==> config.mk <==
export PLATFORM = sky130hd
export DESIGN_NAME = muldiv_sequencer_flat
export DESIGN_NICKNAME = d
export VERILOG_FILES = /design/src/rtl/muldiv_pkg.sv /design/src/rtl/muldiv_if.sv /design/src/rtl/muldiv_step.sv /design/src/rtl/muldiv_sequencer.sv /design/src/flat_wrapper.sv
export SDC_FILE = /design/constraint.sdc
export NUM_CORES = 1
export LEC_CHECK = 0
export ABC_AREA = 1
export CORE_ASPECT_RATIO = 1.1
export CORE_MARGIN = 4
export CORE_UTILIZATION = 40
export DETAILED_ROUTE_END_ITERATION = 6
export MAX_ROUTING_LAYER = met4
export PLACE_DENSITY = 0.66
export SYNTH_ARGS = -nofsm -noshare
export SYNTH_HDL_FRONTEND = slang
export SYNTH_SLANG_ARGS = --single-unit
==> constraint.sdc <==
create_clock -name clk -period 6.7 [get_ports clk]
set_clock_uncertainty 0.05 [all_clocks]
set_input_delay 2.01 -clock clk [delete_from_list [all_inputs] [get_ports clk]]
set_output_delay 2.01 -clock clk [all_outputs]
set_load 0.01 [all_outputs]
==> src/rtl/muldiv_pkg.sv <==
// Shared encodings and sizing helpers for the sequential signed MULT/DIV unit.
package muldiv_pkg;

  localparam int WIDTH_DEF = 32;
  localparam int CNT_W     = $clog2(WIDTH_DEF) + 1;

  typedef enum logic { OP_MULT = 1'b0, OP_DIV = 1'b1 } op_e;

  typedef enum logic [1:0] {
    ST_IDLE = 2'd0,
    ST_RUN  = 2'd1,
    ST_FIX  = 2'd2,
    ST_DONE = 2'd3
  } state_e;

  // Operation context captured at acceptance.
  typedef struct packed {
    op_e  op;
    logic neg_q;   // product / quotient must be negated
    logic neg_r;   // remainder must be negated (dividend sign)
    logic b_zero;  // divisor was zero
  } ctl_t;

  function automatic int cnt_w(input int w);
    return $clog2(w) + 1;
  endfunction

endpackage

==> src/rtl/muldiv_if.sv <==
// Request/result bundle between the control unit (master) and the MULT/DIV unit (slave).
interface muldiv_if #(parameter int WIDTH = 32) ();
  logic             start;
  logic             op;
  logic [WIDTH-1:0] a;
  logic [WIDTH-1:0] b;
  logic             busy;
  logic             done;
  logic             div_zero;
  logic [WIDTH-1:0] hi;
  logic [WIDTH-1:0] lo;

  modport master (output start, op, a, b,
                  input  busy, done, div_zero, hi, lo);
  modport slave  (input  start, op, a, b,
                  output busy, done, div_zero, hi, lo);
endinterface

==> src/rtl/muldiv_step.sv <==
// One iteration on the {acc, q} pair: shift-add for MULT, restoring shift-subtract for DIV.
module muldiv_step
  import muldiv_pkg::*;
#(
  parameter int WIDTH = 32
) (
  input  logic [WIDTH:0]   acc,
  input  logic [WIDTH-1:0] q,
  input  logic [WIDTH-1:0] m,
  input  op_e              op,
  output logic [WIDTH:0]   acc_nxt,
  output logic [WIDTH-1:0] q_nxt
);

  logic [WIDTH:0] sum;
  logic [WIDTH:0] add_sel;
  logic [WIDTH:0] sh;
  logic [WIDTH:0] m_ext;

  assign m_ext   = {1'b0, m};
  assign sum     = acc + m_ext;
  assign add_sel = q[0] ? sum : acc;
  assign sh      = {acc[WIDTH-1:0], q[WIDTH-1]};

  always_comb begin
    acc_nxt = acc;
    q_nxt   = q;
    if (op == OP_MULT) begin
      // carry out of the add lands in acc[WIDTH] and shifts down with the pair
      acc_nxt = {1'b0, add_sel[WIDTH:1]};
      q_nxt   = {add_sel[0], q[WIDTH-1:1]};
    end else if (sh >= m_ext) begin
      acc_nxt = sh - m_ext;
      q_nxt   = {q[WIDTH-2:0], 1'b1};
    end else begin
      acc_nxt = sh;
      q_nxt   = {q[WIDTH-2:0], 1'b0};
    end
  end

endmodule

==> src/rtl/muldiv_sequencer.sv <==
// Multi-cycle signed MULT/DIV unit: IDLE -> RUN (WIDTH steps) -> FIX -> DONE.
// Build option MULDIV_DIVZERO_TRAP_EN: DIV by zero skips to DONE and pulses div_zero.
module muldiv_sequencer
  import muldiv_pkg::*;
#(
  parameter int WIDTH = WIDTH_DEF
) (
  input  logic     clk,
  input  logic     reset,
  muldiv_if.slave  bus
);

  localparam int CW = cnt_w(WIDTH);

  state_e           state_q, state_d;
  logic [CW-1:0]    cnt_q, cnt_d;
  ctl_t             ctl_q, ctl_d;
  logic [WIDTH:0]   acc_q, acc_d;
  logic [WIDTH-1:0] qr_q, qr_d;
  logic [WIDTH-1:0] m_q, m_d;
  logic [WIDTH-1:0] hi_q, hi_d;
  logic [WIDTH-1:0] lo_q, lo_d;
  logic             busy_q, busy_d;
  logic             done_q, done_d;

  logic [WIDTH-1:0]   mag_a, mag_b;
  logic               sign_a, sign_b;
  logic [WIDTH:0]     step_acc;
  logic [WIDTH-1:0]   step_q;
  logic [2*WIDTH-1:0] prod, prod_s;
  logic [WIDTH-1:0]   quo_s, rem_s;
  op_e                in_op;

  assign in_op  = op_e'(bus.op);
  assign sign_a = bus.a[WIDTH-1];
  assign sign_b = bus.b[WIDTH-1];
  assign mag_a  = sign_a ? -bus.a : bus.a;
  assign mag_b  = sign_b ? -bus.b : bus.b;

  muldiv_step #(.WIDTH(WIDTH)) u_step (
    .acc     (acc_q),
    .q       (qr_q),
    .m       (m_q),
    .op      (ctl_q.op),
    .acc_nxt (step_acc),
    .q_nxt   (step_q)
  );

  assign prod   = {acc_q[WIDTH-1:0], qr_q};
  assign prod_s = ctl_q.neg_q ? -prod : prod;
  assign quo_s  = ctl_q.neg_q ? -qr_q : qr_q;
  // with a zero divisor every trial succeeds, so acc ends up holding |a| and rem_s == a
  assign rem_s  = ctl_q.neg_r ? -acc_q[WIDTH-1:0] : acc_q[WIDTH-1:0];

  always_comb begin
    state_d = state_q;
    cnt_d   = cnt_q;
    ctl_d   = ctl_q;
    acc_d   = acc_q;
    qr_d    = qr_q;
    m_d     = m_q;
    hi_d    = hi_q;
    lo_d    = lo_q;
    case (state_q)
      ST_IDLE: begin
        if (bus.start) begin
          ctl_d.op     = in_op;
          ctl_d.neg_q  = sign_a ^ sign_b;
          ctl_d.neg_r  = sign_a;
          ctl_d.b_zero = (bus.b == '0);
          cnt_d        = '0;
          acc_d        = '0;
          qr_d         = (in_op == OP_MULT) ? mag_b : mag_a;
          m_d          = (in_op == OP_MULT) ? mag_a : mag_b;
          state_d      = ST_RUN;
`ifdef MULDIV_DIVZERO_TRAP_EN
          if (in_op == OP_DIV && bus.b == '0) state_d = ST_DONE;
`endif
        end
      end
      ST_RUN: begin
        acc_d = step_acc;
        qr_d  = step_q;
        cnt_d = cnt_q + 1'b1;
        if (cnt_q == CW'(WIDTH - 1)) state_d = ST_FIX;
      end
      ST_FIX: begin
        if (ctl_q.op == OP_MULT) begin
          hi_d = prod_s[2*WIDTH-1:WIDTH];
          lo_d = prod_s[WIDTH-1:0];
        end else begin
          hi_d = rem_s;
          lo_d = ctl_q.b_zero ? '1 : quo_s;
        end
        state_d = ST_DONE;
      end
      ST_DONE: state_d = ST_IDLE;
      default: state_d = ST_IDLE;
    endcase
    // outputs trail the state by one register stage
    busy_d = (state_d != ST_IDLE);
    done_d = (state_q == ST_DONE);
  end

`ifdef MULDIV_DIVZERO_TRAP_EN
  logic div_zero_q, div_zero_d;
  // only a trapped DIV reaches DONE with b_zero set
  assign div_zero_d = (state_q == ST_DONE) && (ctl_q.op == OP_DIV) && ctl_q.b_zero;

  always_ff @(posedge clk or negedge reset) begin
    if (!reset) div_zero_q <= 1'b0;
    else        div_zero_q <= div_zero_d;
  end
  assign bus.div_zero = div_zero_q;
`else
  assign bus.div_zero = 1'b0;
`endif

  always_ff @(posedge clk or negedge reset) begin
    if (!reset) begin
      state_q <= ST_IDLE;
      cnt_q   <= '0;
      ctl_q   <= '0;
      acc_q   <= '0;
      qr_q    <= '0;
      m_q     <= '0;
      hi_q    <= '0;
      lo_q    <= '0;
      busy_q  <= 1'b0;
      done_q  <= 1'b0;
    end else begin
      state_q <= state_d;
      cnt_q   <= cnt_d;
      ctl_q   <= ctl_d;
      acc_q   <= acc_d;
      qr_q    <= qr_d;
      m_q     <= m_d;
      hi_q    <= hi_d;
      lo_q    <= lo_d;
      busy_q  <= busy_d;
      done_q  <= done_d;
    end
  end

  assign bus.busy = busy_q;
  assign bus.done = done_q;
  assign bus.hi   = hi_q;
  assign bus.lo   = lo_q;

endmodule
==> src/flat_wrapper.sv <==
// flat-port wrapper written by rule: the top's interface ports become plain ports
module muldiv_sequencer_flat import muldiv_pkg::*;
#(
  parameter int WIDTH = WIDTH_DEF
)
  (clk, reset, bus_start, bus_op, bus_a, bus_b, bus_busy, bus_done, bus_div_zero, bus_hi, bus_lo);
  muldiv_if #(.WIDTH(WIDTH)) bus_i ();
  input  logic clk;
  input  logic reset;
  input wire logic [$bits(bus_i.start)-1:0] bus_start;
  input wire logic [$bits(bus_i.op)-1:0] bus_op;
  input wire logic [$bits(bus_i.a)-1:0] bus_a;
  input wire logic [$bits(bus_i.b)-1:0] bus_b;
  output wire logic [$bits(bus_i.busy)-1:0] bus_busy;
  output wire logic [$bits(bus_i.done)-1:0] bus_done;
  output wire logic [$bits(bus_i.div_zero)-1:0] bus_div_zero;
  output wire logic [$bits(bus_i.hi)-1:0] bus_hi;
  output wire logic [$bits(bus_i.lo)-1:0] bus_lo;
  assign bus_i.start = bus_start;
  assign bus_i.op = bus_op;
  assign bus_i.a = bus_a;
  assign bus_i.b = bus_b;
  assign bus_busy = bus_i.busy;
  assign bus_done = bus_i.done;
  assign bus_div_zero = bus_i.div_zero;
  assign bus_hi = bus_i.hi;
  assign bus_lo = bus_i.lo;
  muldiv_sequencer #(.WIDTH(WIDTH)) u_core (.clk(clk), .reset(reset), .bus(bus_i));
endmodule
==> impl_metrics.prom <==
# TYPE chip_impl_metric gauge
chip_impl_metric{name="post_drt_wl_per_cell",unit="um"} 19.3
chip_impl_metric{name="die_h",unit="um"} 235
chip_impl_info{name="synth.most_common_cell",value="sky130_fd_sc_hd__nand2_1"} 1
chip_impl_metric{name="antenna-diode-count",unit=""} 0
chip_impl_metric{name="holdWs",unit="ns"} 0.433
chip_impl_metric{name="synth_area_per_cell",unit="um2"} 5.67
chip_impl_metric{name="worst-path-max-fanout",unit=""} 46
chip_impl_info{name="clockRootBuffer",value="sky130_fd_sc_hd__clkbuf_16"} 1
chip_impl_metric{name="tritoncts_num_sinks",unit=""} 175
chip_impl_info{name="netlist_top_cells_area",value="sky130_fd_sc_hd__dfrtp_1, sky130_fd_sc_hd__nand2_1, sky130_fd_sc_hd__inv_1"} 1
chip_impl_info{name="hold_path_class",value="reg -> reg"} 1
chip_impl_metric{name="top_level_ports",unit=""} 135
chip_impl_metric{name="timing.setup.tns",unit="ns"} 0
chip_impl_metric{name="synthesis.yosys.warnings",unit=""} 0
chip_impl_metric{name="max_freq",unit="GHz"} 0.242
chip_impl_metric{name="post-route-period-util",unit="%"} 61.7
chip_impl_metric{name="ctsLongestPathBuffers",unit=""} 2
chip_impl_metric{name="clock_power_share",unit="%"} 8.9
chip_impl_metric{name="cap_viol_max_count",unit=""} 0
chip_impl_info{name="yosys-top-cells-count",value="sky130_fd_sc_hd__nand2_1, sky130_fd_sc_hd__inv_1, sky130_fd_sc_hd__nor2_1, sky130_fd_sc_hd__nand3_1, sky130_fd_sc_hd__dfrtp_1"} 1
chip_impl_metric{name="switching_share",unit="%"} 59.3
chip_impl_info{name="violations_in_the_final_reports",value="design-rule violations"} 1
chip_impl_metric{name="grt_antenna_before_repair",unit=""} 0
chip_impl_metric{name="leakage",unit="uW"} 0.0109
chip_impl_metric{name="synthesis.nets",unit=""} 3428
chip_impl_metric{name="detailroute.via_count",unit=""} 21800
chip_impl_metric{name="grt_usage",unit="%"} 30.7
chip_impl_metric{name="cp_slowest_stage_delay",unit="ns"} 0.45
chip_impl_metric{name="ys_types",unit=""} 49
chip_impl_metric{name="final_net_count",unit=""} 3502
chip_impl_info{name="rsz0062_at_grt",value="no"} 1
chip_impl_metric{name="yosys_reg_bits",unit=""} 175
chip_impl_info{name="path_class",value="in -> reg"} 1
chip_impl_metric{name="report.final.slew_viol_count",unit=""} 0
chip_impl_metric{name="power.net_switching",unit="uW"} 7100
chip_impl_info{name="status",value="complete, but fails checks"} 1
chip_impl_info{name="synth_ff_type",value="sky130_fd_sc_hd__dfrtp_1"} 1
chip_impl_metric{name="power_frac_seq",unit="%"} 19.8
chip_impl_metric{name="power_report.internal_total",unit="uW"} 4880
chip_impl_info{name="synth_top_cell_by_area",value="sky130_fd_sc_hd__dfrtp_1"} 1
chip_impl_metric{name="die-area",unit="um2"} 50200
chip_impl_metric{name="synth-edff-count",unit=""} 0
chip_impl_metric{name="grt_pass1_wl",unit="mm"} 117
chip_impl_metric{name="grt.overflow.total",unit=""} 0
chip_impl_metric{name="worstPathArrival",unit="ns"} 4.43
chip_impl_metric{name="cp_num_buf_inv",unit=""} 4
chip_impl_info{name="timing.critical_path.slowest_stage_cell",value="sky130_fd_sc_hd__clkdlybuf4s50_1"} 1
chip_impl_metric{name="cp.required",unit="ns"} 7.00
chip_impl_metric{name="cts_setup_buffers",unit=""} 0
chip_impl_metric{name="drtPass1Iterations",unit=""} 7
chip_impl_metric{name="dp_cells",unit=""} 3932
chip_impl_metric{name="route.detailed.vias_per_inst",unit=""} 5.49
chip_impl_info{name="timing.critical_path.max_delay_family",value="buffers and inverters"} 1
chip_impl_metric{name="finalHoldViolCount",unit=""} 0
chip_impl_metric{name="period_needed",unit="ns"} 4.13
chip_impl_metric{name="areaGrowthSynthToFinish",unit="%"} 13.1
chip_impl_metric{name="first_iter_violations",unit=""} 2702
chip_impl_metric{name="cts-buffers-inserted",unit=""} 17
chip_impl_metric{name="postRouteAntennaNets",unit=""} 0
chip_impl_metric{name="ys_async_sr_fraction",unit="%"} 100
chip_impl_metric{name="ctsHoldBuffers",unit=""} 0
chip_impl_metric{name="maxSlewHeadroom",unit="%"} 34.9
chip_impl_metric{name="dp_hpwl",unit="mm"} 60.8
chip_impl_metric{name="clock_latency",unit="ns"} 0.48
chip_impl_metric{name="timing.final.setup_violations",unit=""} 0
chip_impl_metric{name="synth_seq_area_share",unit="%"} 23.5
chip_impl_metric{name="initial_core_util",unit="%"} 40.7
chip_impl_metric{name="core-area",unit="um2"} 45900
chip_impl_info{name="list_of_cells_traversed_by_the_critical_path",value="clkdlybuf4s50_1 -> buf_4 -> inv_2 -> nor2_1 -> clkinv_1 -> o221ai_1"} 1
chip_impl_metric{name="port_buffer_count",unit=""} 133
chip_impl_metric{name="floorplan.rows",unit=""} 82
chip_impl_metric{name="combinationalPowerShare",unit="%"} 71.3
chip_impl_metric{name="fillCellCount",unit=""} 5019
chip_impl_metric{name="globalplace.congestion",unit=""} 1.05
chip_impl_metric{name="remaining_drc_errors",unit=""} 9
chip_impl_metric{name="synth_top_area_share",unit="%"} 23.5
chip_impl_metric{name="finalWirelength",unit="mm"} 76.7
chip_impl_metric{name="die_width",unit="um"} 214
chip_impl_info{name="tritoncts",value="done"} 1
chip_impl_metric{name="final-instance-count-excl-fill",unit=""} 3964
chip_impl_metric{name="power_density",unit="nW/um2"} 568
chip_impl_metric{name="cts-htree-levels",unit=""} 4
chip_impl_metric{name="largest_net_degree_at_the_start_of_global_routing",unit=""} 93
chip_impl_metric{name="clkSlewWorstSetupHoldPaths",unit="ns"} 0.08
chip_impl_metric{name="worst_slew_pin_slew",unit="ns"} 0.976
chip_impl_info{name="critical_path.endpoint_type",value="register"} 1
chip_impl_metric{name="first_global_vias",unit=""} 19700
chip_impl_info{name="critical_path_start_type",value="primary input"} 1
chip_impl_metric{name="cts_resized",unit=""} 0
chip_impl_metric{name="post_route_cells_drive_above_1_share",unit="%"} 2.84
chip_impl_metric{name="vdd_ir_drop_max",unit="V"} 0.000312
chip_impl_metric{name="synthesis.instances",unit=""} 3289
chip_impl_metric{name="synth.cell_area",unit="um2"} 18700
## layer usage
layer	part of all wire [%]	GRT usage, %
met2	44	47.3
met3	8.1	3.42
met5	0	-
met1	42	40.5
met4	6.1	15.0
## state kept, by name, indices dropped and copies added, names as in the netlist
name             cells
u_core.qr_q         32
u_core.m_q          32
u_core.acc_q        33
u_core.cnt_q         6
u_core.bus.lo       32
u_core.ctl_q         4
u_core.bus.done      1
u_core.bus.hi       32
u_core.state_q       2
u_core.bus.busy      1
## area by class of cell
cell class	count	area, um2	area share [%]
multi-input cells	2525	12000	57.0
flip-flops and latches	175	4380	20.8
inverters	485	1820	8.63
repair buffers	159	1530	7.25
well taps	588	736	3.49
clock buffers	19	453	2.15
clock inverters	13	144	0.682
## power groups by stage
stage	sequential, uW	clock [uW]	combinational, uW
after CTS	2310	1060	8410
after floorplan	1920	0	5950
after global placement	2340	0	8360
after global routing	2380	1100	9600
final	2370	1060	8550
after detailed placement	2330	0	8370
## layout by cell type (no fill, tap or decap), drive strengths merged, types with 7 or more instances in the layout
| cell | instances |
|---|---|
| a31oi | 13 |
| inv | 485 |
| o21ai | 152 |
| and2 | 11 |
| ha | 69 |
| nand2 | 1169 |
| o31ai | 7 |
| nand3 | 337 |
| nor2 | 348 |
| clkdlybuf4s50 | 132 |
| o22ai | 19 |
| o211ai | 24 |
| xnor2 | 12 |
| clkinv | 11 |
| nand3b | 14 |
| dfrtp | 175 |
| nand4 | 29 |
| a21oi | 166 |
| o21bai | 9 |
| a22oi | 10 |
| o221ai | 10 |
| nor3 | 30 |
| clkbuf | 20 |
| buf | 26 |
| xor2 | 73 |
| or2 | 9 |
## worst min-delay path, cell delays in order, from the launching register on
cell                      delay, ns
sky130_fd_sc_hd__dfrtp_1       0.35
sky130_fd_sc_hd__nand2_1       0.05
sky130_fd_sc_hd__nand2_1       0.06
## metrics by stage
step	power, uW	area [um2]	setup slack (ns)	util, %
after detailed placement	10700	20500	2.17	44.7
after CTS	11800	21100	2.68	46.0
final	12000	21100	2.57	46.0
after floorplan	7870	18700	3.28	-
after global placement	10700	20500	2.19	44.7
after global routing	13100	21100	2.47	46.0
## path summary, 6_finish.rpt
| check | from | endpoint | slack, ns | depth (start not counted) |
|---|---|---|---|---|
| worst min register to register | u_core.bus.hi[12]$_DFFE_PN0P_ | u_core.bus.hi[12]$_DFFE_PN0P_ | 0.43 | 2 |
| max in group asynchronous | reset | u_core.acc_q[14]$_DFFE_PN0P_ | 3.81 | 2 |
| min in group asynchronous | reset | u_core.bus.hi[0]$_DFFE_PN0P_ | 1.53 | 1 |
| worst max register to register | u_core.acc_q[28]$_DFFE_PN0P_ | u_core.acc_q[21]$_DFFE_PN0P_ | 3.30 | 13 |
| worst max-delay path | bus_op | u_core.m_q[29]$_DFFE_PN0P_ | 2.57 | 6 |
| worst min-delay path | u_core.bus.hi[12]$_DFFE_PN0P_ | u_core.bus.hi[12]$_DFFE_PN0P_ | 0.43 | 2 |
## logic make-up (layout without fill, tap and decap cells)
group | Yosys count | in the layout | share of synthesized area (%)
simple gates | 1950 | 1950 | 43.1
buf+inv | 589 | 676 | 12.1
compound gates | 418 | 418 | 12.5
flops | 175 | 175 | 23.5
xor+xnor | 85 | 85 | 3.99
fa+ha+maj | 71 | 71 | 4.84
other cells | 1 | 1 | 0.0201
(Power assumes the default switching activity.)
